`src/rtl/vga_tile_grid_engine.sv`:
```
// Tile-map renderer with built-in VGA timing: a COLS x ROWS grid of ROM-backed
// tiles, with per-slot tile ids double-buffered and swapped at each frame boundary.
module vga_tile_grid_engine #(
  parameter int          COLS     = 3,
  parameter int          ROWS     = 3,
  parameter int          TILE_W   = 130,
  parameter int          TILE_H   = 130,
  parameter int          X0       = 1,
  parameter int          Y0       = 1,
  parameter int          ADDR_W   = 20,
  parameter int          ROM_LAT  = 1,
  parameter logic [11:0] BG_COLOR = 12'h000,
  parameter int          H_ACTIVE = 640,
  parameter int          H_FRONT  = 16,
  parameter int          H_SYNC   = 96,
  parameter int          H_BACK   = 48,
  parameter int          V_ACTIVE = 480,
  parameter int          V_FRONT  = 10,
  parameter int          V_SYNC   = 2,
  parameter int          V_BACK   = 33
) (
  input  logic              clk,
  input  logic              rst_n,
  input  logic              wr_en,
  input  logic [7:0]        wr_slot,
  input  logic [15:0]       wr_tile,
  output logic [ADDR_W-1:0] rom_addr,
  input  logic [11:0]       rom_data,
  output logic              hsync,
  output logic              vsync,
  output logic [3:0]        vga_r,
  output logic [3:0]        vga_g,
  output logic [3:0]        vga_b,
  output logic              frame_start
);

  localparam int          NSLOT = COLS * ROWS;
  localparam int          SW    = (NSLOT > 1) ? $clog2(NSLOT) : 1;
  localparam int          TXW   = (TILE_W > 1) ? $clog2(TILE_W) : 1;
  localparam int          TYW   = (TILE_H > 1) ? $clog2(TILE_H) : 1;
  localparam int unsigned LAT   = ROM_LAT;

  localparam logic [9:0] H_LAST = 10'(H_ACTIVE + H_FRONT + H_SYNC + H_BACK - 1);
  localparam logic [9:0] V_LAST = 10'(V_ACTIVE + V_FRONT + V_SYNC + V_BACK - 1);
  localparam logic [9:0] HA     = 10'(H_ACTIVE);
  localparam logic [9:0] VA     = 10'(V_ACTIVE);
  localparam logic [9:0] HS_BEG = 10'(H_ACTIVE + H_FRONT);
  localparam logic [9:0] HS_END = 10'(H_ACTIVE + H_FRONT + H_SYNC);
  localparam logic [9:0] VS_BEG = 10'(V_ACTIVE + V_FRONT);
  localparam logic [9:0] VS_END = 10'(V_ACTIVE + V_FRONT + V_SYNC);
  localparam logic [9:0] GX_BEG = 10'(X0);
  localparam logic [9:0] GX_END = 10'(X0 + COLS * TILE_W);
  localparam logic [9:0] GY_BEG = 10'(Y0);
  localparam logic [9:0] GY_END = 10'(Y0 + ROWS * TILE_H);

  localparam logic [TXW-1:0]    TX_LAST   = TXW'(TILE_W - 1);
  localparam logic [TYW-1:0]    TY_LAST   = TYW'(TILE_H - 1);
  localparam logic [8:0]        COLS_W    = 9'(COLS);
  localparam logic [8:0]        NSLOT_W   = 9'(NSLOT);
  localparam logic [ADDR_W-1:0] TILE_W_A  = ADDR_W'(TILE_W);
  localparam logic [ADDR_W-1:0] TILE_AREA = ADDR_W'(TILE_W * TILE_H);
  // {hs, vs, active, in_grid, blank}
  localparam logic [4:0]        FL_RST    = 5'b11001;

  logic [9:0]        h_cnt, v_cnt, h_nx, v_nx;
  logic [15:0]       shadow [NSLOT];
  logic [15:0]       active [NSLOT];

  logic              in_x, in_y, blank;
  logic [TXW-1:0]    tx;
  logic [4:0]        col;
  logic [TYW-1:0]    ty;
  logic [8:0]        row_slot;
  logic [ADDR_W-1:0] line_off, base;

  logic              in_x_n, in_y_n, blank_n, cross_n;
  logic [TXW-1:0]    tx_n;
  logic [4:0]        col_n;
  logic [TYW-1:0]    ty_n;
  logic [8:0]        row_slot_n, slot_n;
  logic [ADDR_W-1:0] line_off_n, base_n, addr_n;
  logic [15:0]       id_n;

  logic [4:0]        flags_c, fl;
  logic [4:0]        dly [ROM_LAT];
  logic [11:0]       pix_c;

  // Tile tracking is evaluated on the next counter values so rom_addr is
  // registered in the same cycle the counters reach the pixel it belongs to.
  always_comb begin
    h_nx = (h_cnt == H_LAST) ? '0 : h_cnt + 10'd1;
    v_nx = v_cnt;
    if (h_cnt == H_LAST) v_nx = (v_cnt == V_LAST) ? '0 : v_cnt + 10'd1;
    in_x_n = (h_nx >= GX_BEG) && (h_nx < GX_END);
    in_y_n = (v_nx >= GY_BEG) && (v_nx < GY_END);

    tx_n    = tx;
    col_n   = col;
    cross_n = 1'b0;
    if (h_nx == GX_BEG) begin
      tx_n    = '0;
      col_n   = '0;
      cross_n = 1'b1;
    end else if (in_x_n) begin
      if (tx == TX_LAST) begin
        tx_n    = '0;
        col_n   = col + 5'd1;
        cross_n = 1'b1;
      end else begin
        tx_n = tx + TXW'(1);
      end
    end

    ty_n       = ty;
    row_slot_n = row_slot;
    line_off_n = line_off;
    if (h_cnt == H_LAST) begin
      if (v_nx == GY_BEG) begin
        ty_n       = '0;
        row_slot_n = '0;
        line_off_n = '0;
      end else if (in_y_n) begin
        if (ty == TY_LAST) begin
          ty_n       = '0;
          row_slot_n = row_slot + COLS_W;
          line_off_n = '0;
        end else begin
          ty_n       = ty + TYW'(1);
          line_off_n = line_off + TILE_W_A;
        end
      end
    end

    slot_n = row_slot_n + {4'b0, col_n};
    id_n   = '0;
    if (slot_n < NSLOT_W) id_n = active[slot_n[SW-1:0]];
    base_n  = base;
    blank_n = blank;
    if (cross_n) begin
      blank_n = (id_n == '0);
      base_n  = ADDR_W'(id_n - 16'd1) * TILE_AREA;
    end
    addr_n = base_n + line_off_n + ADDR_W'(tx_n);
  end

  always_comb begin
    flags_c = {!((h_cnt >= HS_BEG) && (h_cnt < HS_END)),
               !((v_cnt >= VS_BEG) && (v_cnt < VS_END)),
               (h_cnt < HA) && (v_cnt < VA),
               in_x && in_y,
               blank};
    fl    = dly[LAT-1];
    pix_c = '0;
    if (fl[2]) pix_c = (fl[1] && !fl[0]) ? rom_data : BG_COLOR;
  end

  always_ff @(posedge clk) begin
    if (!rst_n) begin
      h_cnt       <= '0;
      v_cnt       <= '0;
      in_x        <= (X0 == 0);
      in_y        <= (Y0 == 0);
      blank       <= 1'b1;
      tx          <= '0;
      col         <= '0;
      ty          <= '0;
      row_slot    <= '0;
      line_off    <= '0;
      base        <= '0;
      rom_addr    <= '0;
      frame_start <= 1'b0;
      hsync       <= 1'b1;
      vsync       <= 1'b1;
      vga_r       <= '0;
      vga_g       <= '0;
      vga_b       <= '0;
      for (int unsigned i = 0; i < NSLOT; i++) begin
        shadow[i] <= '0;
        active[i] <= '0;
      end
      for (int unsigned i = 0; i < LAT; i++) dly[i] <= FL_RST;
    end else begin
      h_cnt       <= h_nx;
      v_cnt       <= v_nx;
      in_x        <= in_x_n;
      in_y        <= in_y_n;
      blank       <= blank_n;
      tx          <= tx_n;
      col         <= col_n;
      ty          <= ty_n;
      row_slot    <= row_slot_n;
      line_off    <= line_off_n;
      base        <= base_n;
      frame_start <= (h_nx == '0) && (v_nx == VA);
      if (in_x_n && in_y_n && !blank_n) rom_addr <= addr_n;

      // Swap reads the pre-edge shadow, so a same-clock write waits a frame.
      if (h_cnt == '0 && v_cnt == VA)
        for (int unsigned i = 0; i < NSLOT; i++) active[i] <= shadow[i];
      if (wr_en && ({1'b0, wr_slot} < NSLOT_W)) shadow[wr_slot[SW-1:0]] <= wr_tile;

      dly[0] <= flags_c;
      for (int unsigned i = 1; i < LAT; i++) dly[i] <= dly[i-1];
      hsync <= fl[4];
      vsync <= fl[3];
      vga_r <= pix_c[11:8];
      vga_g <= pix_c[7:4];
      vga_b <= pix_c[3:0];
    end
  end

endmodule

```
`config.mk`:
```
export PLATFORM = sky130hd
export DESIGN_NAME = vga_tile_grid_engine
export DESIGN_NICKNAME = d
export VERILOG_FILES = /design/src/rtl/vga_tile_grid_engine.sv
export SDC_FILE = /design/constraint.sdc
export NUM_CORES = 1
export LEC_CHECK = 0
export BUFFER_PORTS_ARGS = -buffer_cell sky130_fd_sc_hd__buf_2
export CAP_MARGIN = 5
export CORE_MARGIN = 2
export CORE_UTILIZATION = 40
export DETAILED_ROUTE_END_ITERATION = 12
export SLEW_MARGIN = 10
export SYNTH_ARGS = -nofsm -noshare
export SYNTH_HDL_FRONTEND = slang
export SYNTH_SLANG_ARGS = --single-unit
export TNS_END_PERCENT = 100
```
`constraint.sdc`:
```
create_clock -name clk -period 19.3 [get_ports clk]
set_input_delay 3.86 -clock clk [delete_from_list [all_inputs] [get_ports clk]]
set_output_delay 3.86 -clock clk [all_outputs]
set_load 0.005 [all_outputs]
```
### Word-level counts from Yosys, hierarchy flattened

Memory sizes are Yosys's and may differ from the RTL's.
Cells that the tools add are included.

| word-level totals | value |
|---|---|
| register bits | 128 |
| memory bits (writable) | 293 |
| input port bits | 39 |
| output and inout port bits | 35 |
| word-level logic and storage cells | 134 |
| memories | 3 |

Memory list:

| memory | words | width | rd ports | clocked after memory_dff | wr ports | line | text |
|---|---|---|---|---|---|---|---|
| active | 9 | 16 | 1 | 0 | 9 | 67 | `logic [15:0] active [NSLOT];` |
| shadow | 9 | 16 | 9 | 0 | 9 | 66 | `logic [15:0] shadow [NSLOT];` |
| dly | 1 | 5 | 1 | 0 | 1 | 85 | `logic [4:0] dly [ROM_LAT];` |

| cells by class | value |
|---|---|
| add/sub/neg operators | 11 |
| multipliers | 1 |
| order comparisons | 12 |
| equal/unequal tests | 8 |
| multiplexer cells | 48 |
| bitwise logic cells | 9 |
| reduce and logical (&&, ||, !) cells | 24 |

Operators with widths:

| cell | count |
|---|---|
| $mux 16 | 11 |
| $mux 20 | 5 |
| $mux 8 | 6 |
| $lt 10x9->1 const B | 4 |
| $mux 9 | 4 |
| $mux 10 | 3 |
| $add 10x1->10 const B | 2 |
| $add 20x20->20 | 1 |
| $add 20x8->20 | 1 |
| $add 20x8->20 const B | 1 |
| $eq 10x1->1 const B | 2 |
| $eq 10x10->1 const B | 2 |
| $eq 10x9->1 const B | 2 |
| $ge 10x1->1 const B | 2 |
| $logic_not 10->1 | 2 |
| $lt 10x10->1 const B | 2 |
| $mul 20x13->18 const B | 1 |
| $mux 5 | 4 |
| $sub 16x1->17 const B | 1 |
| $add 8x1->8 const B | 2 |
| $eq 8x8->1 const B | 2 |
| $logic_not 16->1 | 1 |
| $reduce_or 16->1 | 1 |
| $mux 1 | 14 |
| other kinds (15) | 37 |

### Longest topological paths before layout

Gate-level depths: netlist (run 1).

| logic depth | value |
|---|---|
| word-level depth | 16 |
| gate-level depth with buffers | 53 |
| mapped depth without buffers | 50 |

### Worst setup path after synthesis (run 1)

OpenSTA, ideal clock, no wires.

| timing path | value |
|---|---|
| path type | register to register |
| from | reg v_cnt[0] |
| to | mem active[0][0] (enable) |
| setup time | 0.859 ns |
| arrival time | 11.918 ns |
| required time | 18.441 ns |
| setup slack | 6.522 ns |
| stages on the path, launching flop included | 6 |
| buffers on the path | 1 |
| period minus slack after synthesis | 12.778 ns |
| path through | dfxtp_1 -> clkbuf_1 -> inv_1 -> ha_1 -> or4b_2 -> o31ai_1 |

RTL lines:

| what | line | text |
|---|---|---|
| start: declaration | 65 | `logic [9:0] h_cnt, v_cnt, h_nx, v_nx;` |
| start signal: assignment | 184 | `v_cnt <= v_nx;` |
| end: declaration | 67 |  |

### Final worst setup path (run 1)

| timing path | value |
|---|---|
| from | reg h_cnt[1] |
| to | reg rom_addr[19] |

| on the way | value |
|---|---|
| word-level cells in the longest chain between the ends | 15 |
| elaborated cells on any way between the ends | 38 |
| those cells by class | 5 x add/sub; 1 x mul; 5 x order compare; 3 x eq/ne; 17 x mux; 6 x reduce/logical; 1 x memory |

Ends and longest elaborated chain:

| what | line | text |
|---|---|---|
| start: declaration | 65 |  |
| start signal: assignment | 183 | `h_cnt <= h_nx;` |
| $eq 10x10->1 * | 93, 117 |  |
| $mux 10 | 93 | `if (h_cnt == H_LAST) v_nx = (v_cnt == V_LAST) ? '0 : v_cnt + 10'd1;` |
| $ge 10x1->1 or $lt 10x9->1 (tied branches) | 95 | `in_y_n = (v_nx >= GY_BEG) && (v_nx < GY_END);` |
| $logic_and 1x1->1 | 95 |  |
| $mux 9 | 122 | `end else if (in_y_n) begin` |
| $mux 9 | 118 | `if (v_nx == GY_BEG) begin` |
| $mux 9 * | 117 | `if (h_cnt == H_LAST) begin` |
| net row_slot_n[1] | 80 | `logic [8:0] row_slot_n, slot_n;` |
| $add 9x5->9 * | 134 | `slot_n = row_slot_n + {4'b0, col_n};` |
| $lt 9x4->1 or $mem_v2 9x16 (tied branches) | -- |  |
| $mux 16 * | 136 | `if (slot_n < NSLOT_W) id_n = active[slot_n[SW-1:0]];` |
| $sub 16x1->17 * | 141 | `base_n = ADDR_W'(id_n - 16'd1) * TILE_AREA;` |
| $mul 20x13->18 * | 141 |  |
| $mux 20 * | 139 | `if (cross_n) begin` |
| net base_n[13] | 81 | `logic [ADDR_W-1:0] line_off_n, base_n, addr_n;` |
| $add 20x20->20 * | 143 | `addr_n = base_n + line_off_n + ADDR_W'(tx_n);` |
| $add 20x8->20 * | 143 |  |
| end signal: assignment | 195 | `if (in_x_n && in_y_n && !blank_n) rom_addr <= addr_n;` |
| end: declaration | 27 | `output logic [ADDR_W-1:0] rom_addr,` |

Mark *: on every way through the listed nets, which the timed path passes. The rest lies on a longest branch.
A chain may end at the register's enable or synchronous reset.

==> results_dict.tcl, run 1 <==
set metrics [dict create \
    nets 1991 \
    synth_most_common_cell "and2_1" \
    finalPower_mw 2.15 \
    synthFlopType "edfxtp_1" \
    arrival_ns 12.68 \
    synthAdderAreaFrac_pct 6.33 \
    cts_tree "yes" \
    tns_ns 0 \
    synth_top_area_share_pct 41.5 \
    cts_buffer_depth 3 \
    seq_area_um2 11300 \
    row_count 83 \
    cp_common_cell "ha_1" \
    drv_cap 0 \
    firstDrtPassIters 6 \
    cts-root-buf "clkbuf_16" \
    cts_buffers 47 \
    yosysSeqAreaShare_pct 54.3 \
    grt_antenna_before_repair 2 \
    drive_gt1_share_pct 14.0 \
    syn-cell-area_um2 20800 \
    crit_slowest_cell "nor3b_1" \
    ctsHoldBuffers 0 \
    finalHoldViolCount 0 \
    vias_per_cell 5.16 \
    run_status "complete, no violations" \
    cp-startpoint "h_cnt[1]" \
    routedWlPerCell_um 18.9 \
    yosys.cell_types.count 84 \
    design.portCount 74 \
    synth-simple-area-share_pct 21.0 \
    synth_top_family_by_area "simple AND/OR/NAND/NOR gates" \
    fin_skew_ns 0.0434 \
    drtIter0Drc 913 \
    end_kind "flip-flop" \
    drc 0 \
    synth.avg_cell_area_um2 11.6 \
    dieArea_um2 53900 \
    setup_viol 0 \
    crit_type "reg -> reg" \
    yosysTopAreaCell "edfxtp_1" \
    insertion_delay_ns 0.60 \
    vdd_drop_max_v 0.0000747 \
    cp.required_ns 19.76 \
    post_cts_buffers 0 \
    nFillCells 4754 \
    worstReg2RegStart "h_cnt[1]" \
    postSynthCellCount 1802 \
    yosys-top-cells-count "and2_1 (303), edfxtp_1 (288), nor2_1 (135)" \
    grt_pass1_vias 13300 \
    grt_pass1_wl_um 76500 \
    fin_area_um2 23500 \
    critical_path.max_fanout 27 \
    synth-xor-area-share_pct 2.94 \
    ys_ff_latch 421 \
    ant_nets 0 \
    rsz0062_at_grt "no" \
    grt_max_degree 127 \
    grt.total_usage_pct 18.4 \
    multi_input_area_um2 9020 \
    synth_nets 1938 \
    cts.sinks 421 \
    fmax_mhz 81.9 \
    slew_violations 0 \
    place_area_um2 21900 \
    fp.dieW_um 232 \
    core_region_area_um2 51400 \
    detailed_place_hpwl_um 31700 \
    cts_resized 0 \
    power_leakage_nw 9.13 \
    period_share_pct 63.3 \
    synth_compound_area_share_pct 6.70 \
    hold_slack_ns 0.412 \
    die_y_um 232 \
    hold_path.startpoint "dly[0][3]" \
    max_stage_delay_ns 0.54 \
    hp-class "reg -> reg" \
    grt.overflow.total 0 \
    gp_congestion 0.863 \
    ys_warn_count 0 \
    netlist_top_cells_area "edfxtp_1 (42%), dfxtp_1 (13%), and2_1 (9.1%)" \
    syn2layout_area_growth_pct 12.7 \
    clk_pin_slew_worst_paths_ns 0.05 \
    slew_headroom_pct 30.1 \
    cts_max_level 2 \
    postSynth.asyncResetShare_pct 0 \
    routed_wl_um 48500 \
    portBuffers 73 \
    power.density_nw_per_um2 91.6 \
    num_vias 13300 \
    synth-edff-count 288 \
    max_slew.worst_pin.slew_ns 1.05 \
    start_util_pct 40.5 \
    start_kind "flip-flop" \
    min_period_ns 12.22 \
    muxShareOfSynthArea_pct 5.99 \
]
logic make-up (layout without fill, tap and decap cells):
logic type,Yosys count,count (layout)
flops,421,421
mux,83,83
simple gates,783,783
xor+xnor,70,70
other cells,0,1
compound gates,213,213
fa+ha+maj,97,97
buf+inv,135,226
area by class of cell:
class                           instances  area share, %
Inverter                               42          0.671
Antenna cell                            1         0.0107
Clock buffer                           57           5.34
Timing Repair Buffer                   97           2.32
Clock inverter                         30           1.42
Tap cell                              680           3.62
Multi-Input combinational cell       1246           38.4
Sequential cell                       421           48.2
layout by cell type, fill, tap and decap left out, types with 13 or more instances in the layout:
cell type  count
nand2_1       95
dfxtp_1      133
clkbuf_16     47
nor2_1       130
nand4_1       16
mux4_2        32
o21ai_0       45
buf_2         73
xor2_1        24
or3_1         15
a21oi_1       68
inv_1         41
and3_1        58
xnor2_1       44
edfxtp_1     288
and2_1       303
mux2_2        13
nor3_1        38
buf_4         24
ha_1          82
nand3_1       37
o31ai_1       13
fa_1          13
nand2b_1      15
mux2i_1       38
critical path: cells and delay by family (launching register included):
kind | cells | cell delay, ns
AO/OA/AOI/OAI | 17 | 4.30
AND/OR/NAND/NOR | 11 | 2.96
adder cells (fa/ha/maj) | 9 | 2.77
XOR/XNOR | 4 | 0.84
buffers and inverters | 3 | 0.79
flip-flops | 1 | 0.42
path summary, 6_finish.rpt:
path	endpoint	slack, ns	depth (start not counted)
min	vsync	0.41	1
min reg2reg	vsync	0.41	1
max reg2reg	rom_addr[19]	7.08	44
max	rom_addr[19]	7.08	44
state kept, by name, summed over array words and instances, names as in the netlist, 4 cells and up:
register,flops
vga_g,4
h_cnt,10
col,5
rom_addr,20
tx,8
active,144
ty,8
v_cnt,10
base,20
vga_b,4
dly,5
line_off,20
vga_r,4
shadow,144
row_slot,9
where the power goes:
group          internal (mW)  total [mW]  switching (mW)
clock network          0.535       0.914           0.379
logic                 0.0858       0.217           0.131
registers               1.01        1.02          0.0135
total                   1.63        2.15           0.524
through the flow:
stage | worst slack (ns) | utilization, % | std cells
6_report | 7.08 | 45.7 | 2574
3_3_place_gp | 7.55 | 42.6 | 2486
4_1_cts | 7.17 | 45.7 | 2573
3_5_place_dp | 7.18 | 42.6 | 2486
2_1_floorplan | 6.52 | - | 1802
5_1_grt | 6.15 | 45.7 | 2574
per-layer routing:
metal | GRT usage [%] | part of all wire, %
met5 | 0 | 0.023
met4 | 5.45 | 1.9
met3 | 3.05 | 4.3
met2 | 30.9 | 48
met1 | 24.3 | 45
Note: power is estimated with default switching activity, not from simulation.
==> run 2, diff against run 1 <==
--- a/config.mk
+++ b/config.mk
@@ -5,6 +5,7 @@
 export SDC_FILE = /design/constraint.sdc
 export NUM_CORES = 1
 export LEC_CHECK = 0
+export ABC_AREA = 1
 export BUFFER_PORTS_ARGS = -buffer_cell sky130_fd_sc_hd__buf_2
 export CAP_MARGIN = 5
 export CORE_MARGIN = 2
==> constraint.sdc (replaced) <==
create_clock -name clk -period 10.7 [get_ports clk]
set_input_delay 2.14 -clock clk [delete_from_list [all_inputs] [get_ports clk]]
set_output_delay 2.14 -clock clk [all_outputs]
set_load 0.005 [all_outputs]
==> run 2 against run 1 <==
Total power rose by 72%. Register-to-register slack got worse by 6.1 ns. Utilization rose by 0.14 points. Hold slack got worse by 0.0027 ns. Largest cell class unchanged. Clock skew rose by 0.00084 ns. Synthesized cell count rose by 31%. Critical path depth rose by 9. Routed wire length rose by 5.4%. Sequential share of layout area fell by 0.25 points.
==> results_dict.tcl, run 2 <==
set metrics [dict create \
    grt.overflow.total 0 \
    grt_max_degree 97 \
    core_region_area_um2 51500 \
    fp.dieW_um 233 \
    finalHoldViolCount 0 \
    gp_congestion 0.869 \
    synth-simple-area-share_pct 21.6 \
    tns_ns 0 \
    max_slew.worst_pin.slew_ns 1.18 \
    place_area_um2 22000 \
    muxShareOfSynthArea_pct 0.0538 \
    routed_wl_um 51100 \
    critical_path.max_fanout 19 \
    ys_warn_count 0 \
    cp.buffers_inverters 4 \
    insertion_delay_ns 0.61 \
    start_kind "flip-flop" \
    postSynthCellCount 2365 \
    cts_buffer_depth 3 \
    ant_nets 0 \
    synth-edff-count 288 \
    vdd_drop_max_v 0.000135 \
    synth_top_area_share_pct 41.3 \
    ys_ff_latch 421 \
    portBuffers 73 \
    worstSetupPathDepth 53 \
    synth.avg_cell_area_um2 8.85 \
    max_stage_delay_ns 0.49 \
    final_common_cell "nor2_1" \
    reg2regPathDepth 53 \
    nets 2567 \
    crit_type "reg -> reg" \
    arrival_ns 10.28 \
    drtIter0Drc 1181 \
    run_status "complete, no violations" \
    dieArea_um2 54200 \
    cp_common_cell "nand2_1" \
    hold_path_depth 2 \
    yosysTopAreaCell "edfxtp_1" \
    crit_family "simple AND/OR/NAND/NOR gates" \
    min_period_ns 9.75 \
    detailed_place_hpwl_um 34400 \
    row_count 83 \
    crit_slowest_cell "o41ai_4" \
    syn-cell-area_um2 20900 \
    grt_pass1_vias 15000 \
    grt_pass1_wl_um 80900 \
    synth_most_common_cell "nor2_1" \
    yosys.cell_types.count 58 \
    cts_tree "yes" \
    final_cell_mix "nor2_1 (479), nand2_1 (350), inv_1 (343)" \
    use_met1_pct 25.1 \
    num_vias 15700 \
    hp-class "reg -> reg" \
    postSynth.asyncResetShare_pct 0 \
    synthFlopType "edfxtp_1" \
    synth-xor-area-share_pct 1.92 \
    grt_antenna_before_repair 0 \
    drv_cap 0 \
    clk_pin_slew_worst_paths_ns 0.06 \
    fmax_mhz 103 \
    firstDrtPassIters 7 \
    cts-root-buf "clkbuf_16" \
    routedWlPerCell_um 16.2 \
    fin_area_um2 23600 \
    die_y_um 233 \
    cts_max_level 2 \
    vias_per_cell 4.98 \
    design.portCount 74 \
    n_antenna_cell 0 \
    cp.required_ns 11.22 \
    synth_nets 2501 \
    yosysSeqAreaShare_pct 54.0 \
    synth_compound_area_share_pct 7.68 \
    power.density_nw_per_um2 156 \
    cts_buffers 48 \
    grtUsageMet3_pct 2.45 \
    synth_top_family_by_area "simple AND/OR/NAND/NOR gates" \
    end_kind "flip-flop" \
    nFillCells 4969 \
    grt.total_usage_pct 19.1 \
    setup_viol 0 \
    start_util_pct 40.6 \
    top_usage_layer "met2" \
    yosys-top-cells-count "nor2_1 (481), nand2_1 (353), inv_1 (346)" \
    fin_skew_ns 0.0443 \
    period_share_pct 91.1 \
    netlist_top_cells_area "edfxtp_1 (41%), dfxtp_1 (13%), nor2_1 (8.6%)" \
    power_leakage_nw 10.2 \
    drc 0 \
    rsz0062_at_grt "no" \
    slew_violations 0 \
    drive_gt1_share_pct 10.1 \
    grt_util_met2_pct 32.7 \
    top_regs "active (144), shadow (144)" \
    slew_headroom_pct 21.1 \
    cts.sinks 421 \
    syn2layout_area_growth_pct 12.7 \
    synthAdderAreaFrac_pct 6.30 \
]
[run 2: tightest hold or removal path, stage by stage (launching register included)]
cell and delay [ns]:
dfxtp_1 0.30, nand2_1 0.04, nor2_1 0.03
[run 2: what timing repair did]
action                                  in CTS  in global routing
resized for setup                            0                 12
endpoints found under the setup margin       0                  4
endpoints found under the hold margin        0                  0
hold buffers                                 0                  0
buffers inserted                             0                  2
[run 2: path summary, 6_finish.rpt]
check,start,endpoint,slack [ns]
setup / recovery,h_cnt[1],rom_addr[19],0.95
hold / removal,in_y,dly[0][1],0.41
hold reg to reg,in_y,dly[0][1],0.41
setup reg to reg,h_cnt[1],rom_addr[19],0.95
[run 2: layout make-up]
type | instances | area, um2 | share of cell area [%]
well taps | 680 | 851 | 3.61
inverters | 377 | 1420 | 6.02
repair buffers | 99 | 561 | 2.38
clock buffers | 56 | 1230 | 5.22
multi-input cells | 1484 | 7920 | 33.5
flip-flops and latches | 421 | 11300 | 47.9
clock inverters | 34 | 308 | 1.30
[run 2: per-stage QoR]
stage	std cells	hold slack, ns	utilization (%)	power, mW	setup slack, ns
finish	3151	0.409	45.8	3.69	0.948
global placement	3058	0.399	42.7	2.12	0.635
floorplan	2365	0.393	-	2.04	1.82
detailed placement	3058	0.399	42.7	2.12	0.567
CTS	3148	0.409	45.7	3.73	0.523
global route	3151	0.428	45.8	3.84	0.00577
[run 2: layer usage]
metal | part of all wire [%] | routed length, um
met1 | 44 | 22700
met2 | 48 | 24700
met3 | 4.8 | 2450
met4 | 2.4 | 1240
met5 | 0 | 0
[run 2: cell families (layout without fill, tap and decap cells)]
logic type	Yosys count	after routing
XOR/XNOR	45	45
buffers and inverters	461	566
AND/OR/NAND/NOR	1060	1061
AO/OA/AOI/OAI	280	280
multiplexers	1	1
flip-flops	421	421
adder cells (fa/ha/maj)	97	97
[run 2: where the power goes]
| group | switching [mW] | total, mW | leakage [nW] | internal, mW |
|---|---|---|---|---|
| sequential | 0.0170 | 1.81 | 3.93 | 1.79 |
| combinational | 0.186 | 0.278 | 5.53 | 0.0920 |
| clock | 0.695 | 1.60 | 0.753 | 0.907 |
| total | 0.897 | 3.69 | 10.2 | 2.79 |
==> run 3, diff against run 2 <==
--- a/config.mk
+++ b/config.mk
@@ -6,7 +6,7 @@
 export NUM_CORES = 1
 export LEC_CHECK = 0
 export ABC_AREA = 1
-export BUFFER_PORTS_ARGS = -buffer_cell sky130_fd_sc_hd__buf_2
+export BUFFER_PORTS_ARGS = -buffer_cell sky130_fd_sc_hd__buf_4
 export CAP_MARGIN = 5
 export CORE_MARGIN = 2
 export CORE_UTILIZATION = 40
==> run 3 against run 2 <==
First-iteration DRC count down 7.5%. Combinational power up 2%. Global-route usage up 0.41 points. Flip-flop and latch count unchanged. Hold slack worse by 0.00063 ns. Die area unchanged. Routed wire length up 2.5%. Sequential share of layout area down 0.27 points. Clock-buffer cell count up 3. Utilization up 0.26 points. Highest routed layer unchanged. Via count about the same. Setup slack worse by 0.24 ns.
==> results_dict.tcl, run 3 (synthesis results as in run 2) <==
set metrics [dict create \
    cts_max_level 2 \
    fin_skew_ns 0.0442 \
    arrival_ns 10.53 \
    dieArea_um2 54200 \
    grt.total_usage_pct 19.5 \
    vdd_drop_max_v 0.000123 \
    worstReg2RegStart "h_cnt[1]" \
    wl_met2_um 24900 \
    dr_wl_met3_um 2280 \
    cp-startpoint "h_cnt[1]" \
    drtIter0Drc 1093 \
    wl_met1_um 23900 \
    slew_violations 0 \
    cp_common_cell "ha_1" \
    n_antenna_cell 0 \
    critical_path.max_fanout 19 \
    crit_type "reg -> reg" \
    routed_wl_um 52400 \
    grt_max_degree 86 \
    design.portCount 74 \
    final_cell_mix "nor2_1 (479), nand2_1 (351), inv_1 (343)" \
    cts_buffer_depth 3 \
    crit_slowest_cell "fa_1" \
    firstDrtPassIters 6 \
    grt_antenna_before_repair 0 \
    power_leakage_nw 10.2 \
    ant_nets 0 \
    fp.dieW_um 233 \
    core_region_area_um2 51500 \
    dpl_worst_slack_ns 0.490 \
    hold_slack_ns 0.409 \
    fmax_mhz 100 \
    hold_path.startpoint "in_y" \
    top_regs "active (144), shadow (144)" \
    vias_per_cell 4.99 \
    power.density_nw_per_um2 153 \
    end_kind "flip-flop" \
    start_kind "flip-flop" \
    insertion_delay_ns 0.61 \
    cp.buffers_inverters 6 \
    grt_pass1_vias 15200 \
    nets 2571 \
    cts.sinks 421 \
    drive_gt1_share_pct 10.2 \
    final_common_cell "nor2_1" \
    start_util_pct 40.6 \
    grt.overflow.total 0 \
    drv_cap 0 \
    routedWlPerCell_um 16.6 \
    top_layer_used "met4" \
    numPlacedInstances 3058 \
    finalHoldViolCount 0 \
    tns_ns 0 \
    detailed_place_hpwl_um 34700 \
    crit_family "adder cells" \
    setup_viol 0 \
    die_y_um 233 \
    run_status "complete, no violations" \
    finalPower_mw 3.62 \
    drc 0 \
    clk_pin_slew_worst_paths_ns 0.06 \
    stdcell_count 3150 \
    cp.required_ns 11.24 \
    final.setup.worst_slack_ns 0.706 \
    ctsHoldBuffers 0 \
    num_vias 15700 \
    max_slew.worst_pin.slew_ns 1.16 \
    min_period_ns 9.99 \
    cts_buffers 46 \
    portBuffers 73 \
    hp-class "reg -> reg" \
    slew_headroom_pct 22.8 \
    cts-root-buf "clkbuf_16" \
    gp_congestion 0.874 \
    max_stage_delay_ns 0.53 \
    row_count 83 \
    period_share_pct 93.4 \
    grt_pass1_wl_um 82300 \
    syn2layout_area_growth_pct 13.4 \
    cts_tree "yes" \
]
[run 3: changes by cell type in the layout (fill, tap and decap cells not counted), sizes merged]
cell,previous run,this run
buf,99,105
clkinvlp,2,4
inv,358,356
clkinv,48,41
clkbuf,56,59
nor2,494,493
bufinv,3,1
[run 3: worst paths after layout]
kind                                      to  slack, ns  depth (start not counted)
worst max register to register  rom_addr[19]       0.71                         50
worst min-delay path               dly[0][1]       0.41                          2
worst min register to register     dly[0][1]       0.41                          2
worst max-delay path            rom_addr[19]       0.71                         50
[run 3: metrics by stage]
step,area (um2),utilization (%)
6_report,23700,46.1
3_3_place_gp,22200,43.1
4_1_cts,23600,45.9
2_1_floorplan,20900,-
5_1_grt,23700,46.1
3_5_place_dp,22200,43.1
[run 3: per-layer routing]
layer	vias up	GRT usage (%)
li1	7833	-
met1	7414	25.8
met2	370	32.9
met3	86	2.89
met4	0	5.97
met5	-	0
[run 3: tightest hold or removal path: stages, from the launching register on]
cell,delay [ns]
dfxtp_1,0.29
nand2_1,0.05
nor2_1,0.03
[run 3: cell type report]
class	instances	area, um2
fill	4972	27800
timing repair buffer	105	792
sequential	421	11300
multi-input combinational	1483	7910
tap	680	851
clock inverter	24	214
timing repair inverter	1	7.51
inverter	377	1420
clock buffer	59	1230
[run 3: timing repair]
item | 4_1_cts | 5_1_grt
setup endpoints to repair | 0 | 2
buffers inserted | 0 | 8
gates resized for setup | 0 | 12
[run 3: where the power goes]
| part | switching, mW | internal (mW) |
|---|---|---|
| clock network | 0.682 | 0.845 |
| registers | 0.0179 | 1.79 |
| logic | 0.188 | 0.0958 |
| total | 0.887 | 2.74 |
